--- src/rtl/minitb_pkg.sv ---
// miniTB04 shared constants: run/debug state encoding and micro-cycle bounds.
package minitb_pkg;

    localparam int DEFAULT_PC_W = 12;

    localparam logic [1:0] ST_HALT  = 2'b00;
    localparam logic [1:0] ST_RUN   = 2'b01;
    localparam logic [1:0] ST_STEP  = 2'b10;
    localparam logic [1:0] ST_DRAIN = 2'b11;

    localparam logic [2:0] CYCLE_FIRST = 3'd0;
    localparam logic [2:0] CYCLE_LAST  = 3'd7;

endpackage

--- src/rtl/run_ctrl_bp.sv ---
// Single PC breakpoint: address compare at the instruction boundary, a skip
// flag that lets a resume step off the breakpoint address, and a sticky hit flag.
import minitb_pkg::*;

module run_ctrl_bp #(
    parameter int PC_W = DEFAULT_PC_W
) (
    input  logic            clk,
    input  logic            nrst,
    input  logic            i_in_run,
    input  logic [2:0]      i_cycle,
    input  logic [PC_W-1:0] i_pc,
    input  logic            i_bp_valid,
    input  logic [PC_W-1:0] i_bp_addr,
    input  logic            i_cpu_ce,
    input  logic            i_resume,
    output logic            o_bp_trap,
    output logic            o_bp_hit
);

    logic r_skip;
    logic r_hit;

    assign o_bp_trap = i_bp_valid & i_in_run & (i_cycle == CYCLE_FIRST)
                     & (i_pc == i_bp_addr) & ~r_skip;
    assign o_bp_hit  = r_hit;

    // Resume arms the skip and clears the hit; the first passed enable disarms skip.
    always_ff @(posedge clk) begin
        if (!nrst) begin
            r_skip <= 1'b0;
            r_hit  <= 1'b0;
        end else if (i_resume) begin
            r_skip <= 1'b1;
            r_hit  <= 1'b0;
        end else begin
            if (i_cpu_ce) begin
                r_skip <= 1'b0;
            end
            if (o_bp_trap) begin
                r_hit <= 1'b1;
            end
        end
    end

endmodule

--- src/rtl/run_ctrl.sv ---
// Run/debug sequencer for the miniTB04 CPU. Qualifies the raw clkCtrl tick
// into cpu_ce and provides run, halt, single-step and one PC breakpoint.
// Halts always land on an instruction boundary (cycle 0).
// Optional feature macro: RUN_CTRL_BP_EN (breakpoint logic; absent by default).
//
// state | meaning
// HALT  | CPU frozen at an instruction boundary, cpu_ce held low
// RUN   | free-running, breakpoint armed
// STEP  | executing exactly one instruction, then back to HALT
// DRAIN | halt requested mid-instruction, finishing the current instruction
import minitb_pkg::*;

module run_ctrl #(
    parameter int PC_W         = DEFAULT_PC_W,
    parameter int CNT_W        = 16,
    parameter int RUN_AT_RESET = 1
) (
    input  logic             clk,
    input  logic             nrst,
    input  logic             tick,
    input  logic [2:0]       cycle,
    input  logic [PC_W-1:0]  pc,
    input  logic             cmd_run,
    input  logic             cmd_halt,
    input  logic             cmd_step,
    input  logic             bp_valid,
    input  logic [PC_W-1:0]  bp_addr,
    output logic             cpu_ce,
    output logic [1:0]       state,
    output logic             halted,
    output logic             bp_hit,
    output logic             insn_done,
    output logic [CNT_W-1:0] retire_cnt
);

    localparam logic [1:0] ST_RESET = (RUN_AT_RESET != 0) ? ST_RUN : ST_HALT;

    logic [1:0]       r_state;
    logic [1:0]       w_state_nxt;
    logic             r_insn_done;
    logic [CNT_W-1:0] r_retire_cnt;
    logic             w_bp_trap;
    logic             w_retire;
    logic             w_boundary;

    assign cpu_ce     = tick & nrst & (r_state != ST_HALT) & ~w_bp_trap;
    assign w_retire   = cpu_ce & (cycle == CYCLE_LAST);
    assign w_boundary = (cycle == CYCLE_FIRST);

`ifdef RUN_CTRL_BP_EN
    logic w_in_run;
    logic w_resume;

    assign w_in_run = (r_state == ST_RUN);
    assign w_resume = (r_state == ST_HALT) & (cmd_run | cmd_step);

    run_ctrl_bp #(
        .PC_W (PC_W)
    ) u_bp (
        .clk        (clk),
        .nrst       (nrst),
        .i_in_run   (w_in_run),
        .i_cycle    (cycle),
        .i_pc       (pc),
        .i_bp_valid (bp_valid),
        .i_bp_addr  (bp_addr),
        .i_cpu_ce   (cpu_ce),
        .i_resume   (w_resume),
        .o_bp_trap  (w_bp_trap),
        .o_bp_hit   (bp_hit)
    );
`else
    logic w_unused_bp;

    assign w_unused_bp = ^{bp_valid, bp_addr, pc};
    assign w_bp_trap   = 1'b0;
    assign bp_hit      = 1'b0;
`endif

    // Next-state decode; within a clock halt beats run beats step.
    always_comb begin
        w_state_nxt = r_state;
        case (r_state)
            ST_HALT: begin
                if (cmd_run) begin
                    w_state_nxt = ST_RUN;
                end else if (cmd_step) begin
                    w_state_nxt = ST_STEP;
                end
            end
            ST_RUN: begin
                // A trap already sits on the boundary, so it wins over a
                // concurrent halt that would otherwise drain a full instruction.
                if (w_bp_trap) begin
                    w_state_nxt = ST_HALT;
                end else if (cmd_halt) begin
                    w_state_nxt = (w_boundary && !tick) ? ST_HALT : ST_DRAIN;
                end
            end
            ST_DRAIN: begin
                if (cmd_run && !cmd_halt) begin
                    w_state_nxt = ST_RUN;
                end else if (w_retire) begin
                    w_state_nxt = ST_HALT;
                end
            end
            ST_STEP: begin
                if (cmd_halt) begin
                    w_state_nxt = w_retire ? ST_HALT : ST_DRAIN;
                end else if (cmd_run) begin
                    w_state_nxt = ST_RUN;
                end else if (w_retire) begin
                    w_state_nxt = ST_HALT;
                end
            end
            default: w_state_nxt = ST_HALT;
        endcase
    end

    // State register.
    always_ff @(posedge clk) begin
        if (!nrst) begin
            r_state <= ST_RESET;
        end else begin
            r_state <= w_state_nxt;
        end
    end

    // Retirement pulse and wrapping retired-instruction counter.
    always_ff @(posedge clk) begin
        if (!nrst) begin
            r_insn_done  <= 1'b0;
            r_retire_cnt <= '0;
        end else begin
            r_insn_done <= w_retire;
            if (w_retire) begin
                r_retire_cnt <= r_retire_cnt + CNT_W'(1);
            end
        end
    end

    assign state      = r_state;
    assign halted     = (r_state == ST_HALT);
    assign insn_done  = r_insn_done;
    assign retire_cnt = r_retire_cnt;

endmodule
--- config.mk ---
export PLATFORM = sky130hd
export DESIGN_NAME = run_ctrl
export DESIGN_NICKNAME = d
export VERILOG_FILES = /design/src/rtl/minitb_pkg.sv /design/src/rtl/run_ctrl_bp.sv /design/src/rtl/run_ctrl.sv
export SDC_FILE = /design/constraint.sdc
export NUM_CORES = 1
export LEC_CHECK = 0
export CORE_UTILIZATION = 50
export CTS_BUF_LIST = sky130_fd_sc_hd__clkbuf_8
export CTS_CLUSTER_DIAMETER = 60
export DETAILED_ROUTE_END_ITERATION = 10
export DONT_BUFFER_PORTS = 1
export PLACE_DENSITY = 0.75
export SYNTH_ARGS = -nofsm -noshare
export SYNTH_HDL_FRONTEND = slang
export SYNTH_HIERARCHICAL = 1
export SYNTH_SLANG_ARGS = --single-unit
--- constraint.sdc ---
create_clock -name clk -period 1.9 [get_ports clk]
set_clock_uncertainty 0.15 [all_clocks]
set_input_delay 0.19 -clock clk [delete_from_list [all_inputs] [get_ports clk]]
set_output_delay 0.19 -clock clk [all_outputs]
set_load 0.005 [all_outputs]
==> summary.txt <==
CTS
  – H-tree lvl count: 1
  – CTS Root Buffer Type: clkbuf_8
  – Clock transition at path regs: 0.07 ns
  – TritonCTS buffer count: 3
  – Bufs on Longest Clock Path: 2
  – Clock Sinks: 19
  – Post CTS Setup Buffer Count: 0
  – CTS tree: yes
  – Worst-Skew Late Latency: 0.25 ns

Placed design
  – Placed instance area: 0.001023 sq mm
  – IO Port Bufs: 0
  – GP Congestion: 0.7871
  – DP Wirelength: 1.447 mm

Power
  – Leakage: 0.0003759 uW
  – Clock share of power: 37.9%
  – Net load switching power: 165.9 uW
  – Pwr dens: 679.6 mW/mm^2
  – Seq pwr share: 55.5%
  – P_int: 571.4 uW
  – Sw Ratio: 22.50%
  – Max VDD drop: 0.4708 mV
  – Combinational fraction of design power: 6.6%

Setup path
  – Slowest stage cell, crit path: or4_1
  – FF-to-FF End: retire_cnt[13]
  – Crit path max fanout: 8
  – Setup crit end kind: flop
  – Largest stage delay on the critical path: 0.52 ns
  – Crit-path cells: o211ai_4, or3_4, or4_1, a21oi_1
  – FF-to-FF Start: state[1]
  – R2r setup slk: 0.09 ns
  – Worst Setup Path Type: reg -> reg
  – Arrival time at the worst endpoint: 1.84 ns
  – Critical Path Start Type: flop
  – R2R depth: 4
  – CP startpoint: state[1]
  – Worst Setup EP: retire_cnt[13]
  – Crit path required time: 1.93 ns

Logic synthesis
  – Mapped Cells: 108
  – Area share of the largest cell type after synthesis: 41.76%
  – Syn avg cell area: 8.434 sq um
  – Synth cell types: 30
  – Mapped Nets: 143
  – Largest area contributor in the synthesized netlist: dfxtp_1
  – Number of synthesized register bits: 19
  – Asr flop ratio synth: 0%
  – Mapped Area: 910.9 sq um
  – Synth area leaders: dfxtp_1 42%, or4_1 5.8%, a21oi_1 4.9%
  – Number of synthesized flops with an enable pin: 0
  – Sequential fraction of the synthesis area: 41.76%
  – Synth Flop Type: dfxtp_1
  – Ys Warns: 6

GRT
  – Largest net degree at the start of global routing: 17
  – GRT Residual Overflow: 0
  – Tot GR Track Use: 22.04%
  – Vias in the first global route: 788
  – Initial antenna violation count: 0
  – Wire length of the first global-routing pass: 3.139 mm

Floorplan
  – Initial core utilization: 53.33%
  – Die area: 0.001996 sq mm
  – Die extent in y: 44.68 um
  – Die width: 44.68 um
  – Floorplan core area: 0.001708 sq mm
  – IO Pins: 56
  – Num rows: 15

Drt
  – Met2 WL: 995 um
  – Drt pass-1 iters: 4
  – DRT met1 WL: 883 um
  – DRT antenna net count: 0
  – Post-Route WL: 2.002 mm
  – Met3 WL: 103 um
  – DRC: 0
  – Vias post-DR: 867
  – Starting DRT DRC Count: 26
  – Via density: 5.858
  – Max Used Layer: met4
  – Wire per inst: 13.53 um

STA
  – F_max: 0.5519 GHz
  – Fin crit period: 1.812 ns
  – Setup TNS: 0 ns
  – Final-report hold violation count: 0
  – RSZ-0062 raised after global routing: no
  – WHS: 0.05039 ns
  – Final Cycle Share: 95.36%
  – Final setup viols: 0
  – Final Max Slew Viols: 0

Cells and area
  – Design area: 0.001085 sq mm
  – Fin util: 63.52%
  – # diodes: 0
  – Layout cells sized above 1: 19.51%
  – Filler Cell Count: 155
  – Final #Nets: 159
  – Area growth syn-to-layout: 19.09%

Run
  – Max_cap viols: 0

Hold path
  – Worst hold-check path type: in -> reg

Run status
  – Status: finished clean
-- per-stage QoR --
stage               worst slack (ns)  std cells  power [uW]
finish                       0.08821        148       737.2
global route                0.004709        148       766.4
CTS                          0.07336        148       743.9
detailed placement          0.006655        143       464.3
global placement             0.06585        143       463.2
floorplan                    0.05600        108       450.4
-- cell type report --
class                           instances  area (sq um)  share of cell area [%]
Sequential cell                        19         382.9                   35.29
Timing Repair Buffer                   15         115.1                   10.61
Tap cell                               25         31.28                   2.884
Clock buffer                            3         41.29                   3.806
Clock inverter                          1         5.005                  0.4614
Multi-Input combinational cell         80         490.5                   45.21
Inverter                                5         18.77                   1.730
-- cells in the mapped netlist (2+ instances only) --
| cell | count |
|---|---|
| a21oi_1 | 9 |
| clkbuf_1 | 2 |
| dfxtp_1 | 19 |
| inv_1 | 5 |
| nand2_1 | 8 |
| nand3_1 | 6 |
| nand4_1 | 3 |
| nor2_1 | 12 |
| o21ai_0 | 7 |
| o22ai_1 | 2 |
| o31ai_1 | 5 |
| or3_1 | 3 |
| or4_1 | 7 |
| xnor2_1 | 3 |
| xor2_1 | 2 |
-- timing repair --
action,CTS,global route
endpoints found under the setup margin,1,0
hold buffers,1,0
gates resized for setup,1,0
endpoints found under the hold margin,3,0
-- sequential cells by signal, summed over array words and instances, names as in the netlist --
name	flops
insn_done	1
retire_cnt	16
state	2
-- critical path, delay by kind of cell (launching register included) --
kind | cells | cell delay, ns
and+or+nand+nor | 2 | 0.96
DFF | 1 | 0.36
AOI/OAI and AO/OA | 2 | 0.27
-- kinds of logic after synthesis --
group	Yosys count	synth area share (%)
compound gates	27	19.37
xor+xnor	5	4.809
fa+ha+maj	1	1.373
buf+inv	9	4.946
flops	19	41.76
mux	1	1.099
other cells	1	0.4117
simple gates	45	26.24
-- worst min path at each step --
| stage | from | endpoint | slack [ns] | cells past startpoint |
|---|---|---|---|---|
| detailed placement | nrst | retire_cnt[4] | 0.20 | 2 |
| global route | cmd_halt | state[0] | 0.06 | 2 |
| floorplan | nrst | retire_cnt[6] | 0.19 | 2 |
| finish | cmd_halt | state[0] | 0.05 | 2 |
| global placement | nrst | retire_cnt[4] | 0.19 | 2 |
| CTS | cmd_halt | state[0] | 0.05 | 2 |
-- metal layers --
metal | track usage [%] | vias to the layer above
li1 | - | 423
met1 | 25.06 | 409
met5 | 0 | -
met4 | 12.73 | 0
met2 | 37.35 | 31
met3 | 5.306 | 4
-- power groups by stage --
stage	clock (uW)	combinational (uW)	sequential [uW]
after global placement	0	45.0	418
final	279	48.9	409
after detailed placement	0	46.1	418
after global routing	302	55.0	409
after CTS	286	48.8	409
after floorplan	0	27.7	423
-- placed cells by master, fill, tap and decap left out --
cell type,instances
a21o_1,1
a21oi_1,9
a32oi_1,1
and3_1,1
and4_1,1
buf_4,14
clkbuf_8,3
clkinv_2,1
conb_1,1
dfxtp_1,17
dfxtp_2,2
dlygate4sd3_1,1
ha_1,1
inv_1,5
mux2i_1,1
nand2_1,8
nand3_1,6
nand4_1,3
nor2_1,12
nor4_1,1
nor4b_1,1
o211ai_4,1
o21ai_0,7
o22a_1,1
o22ai_1,2
o31ai_1,5
or2_2,1
or3_1,2
or3_2,1
or3_4,1
or4_1,7
xnor2_1,3
xor2_1,2
Note: power is estimated with default switching activity, not from simulation.
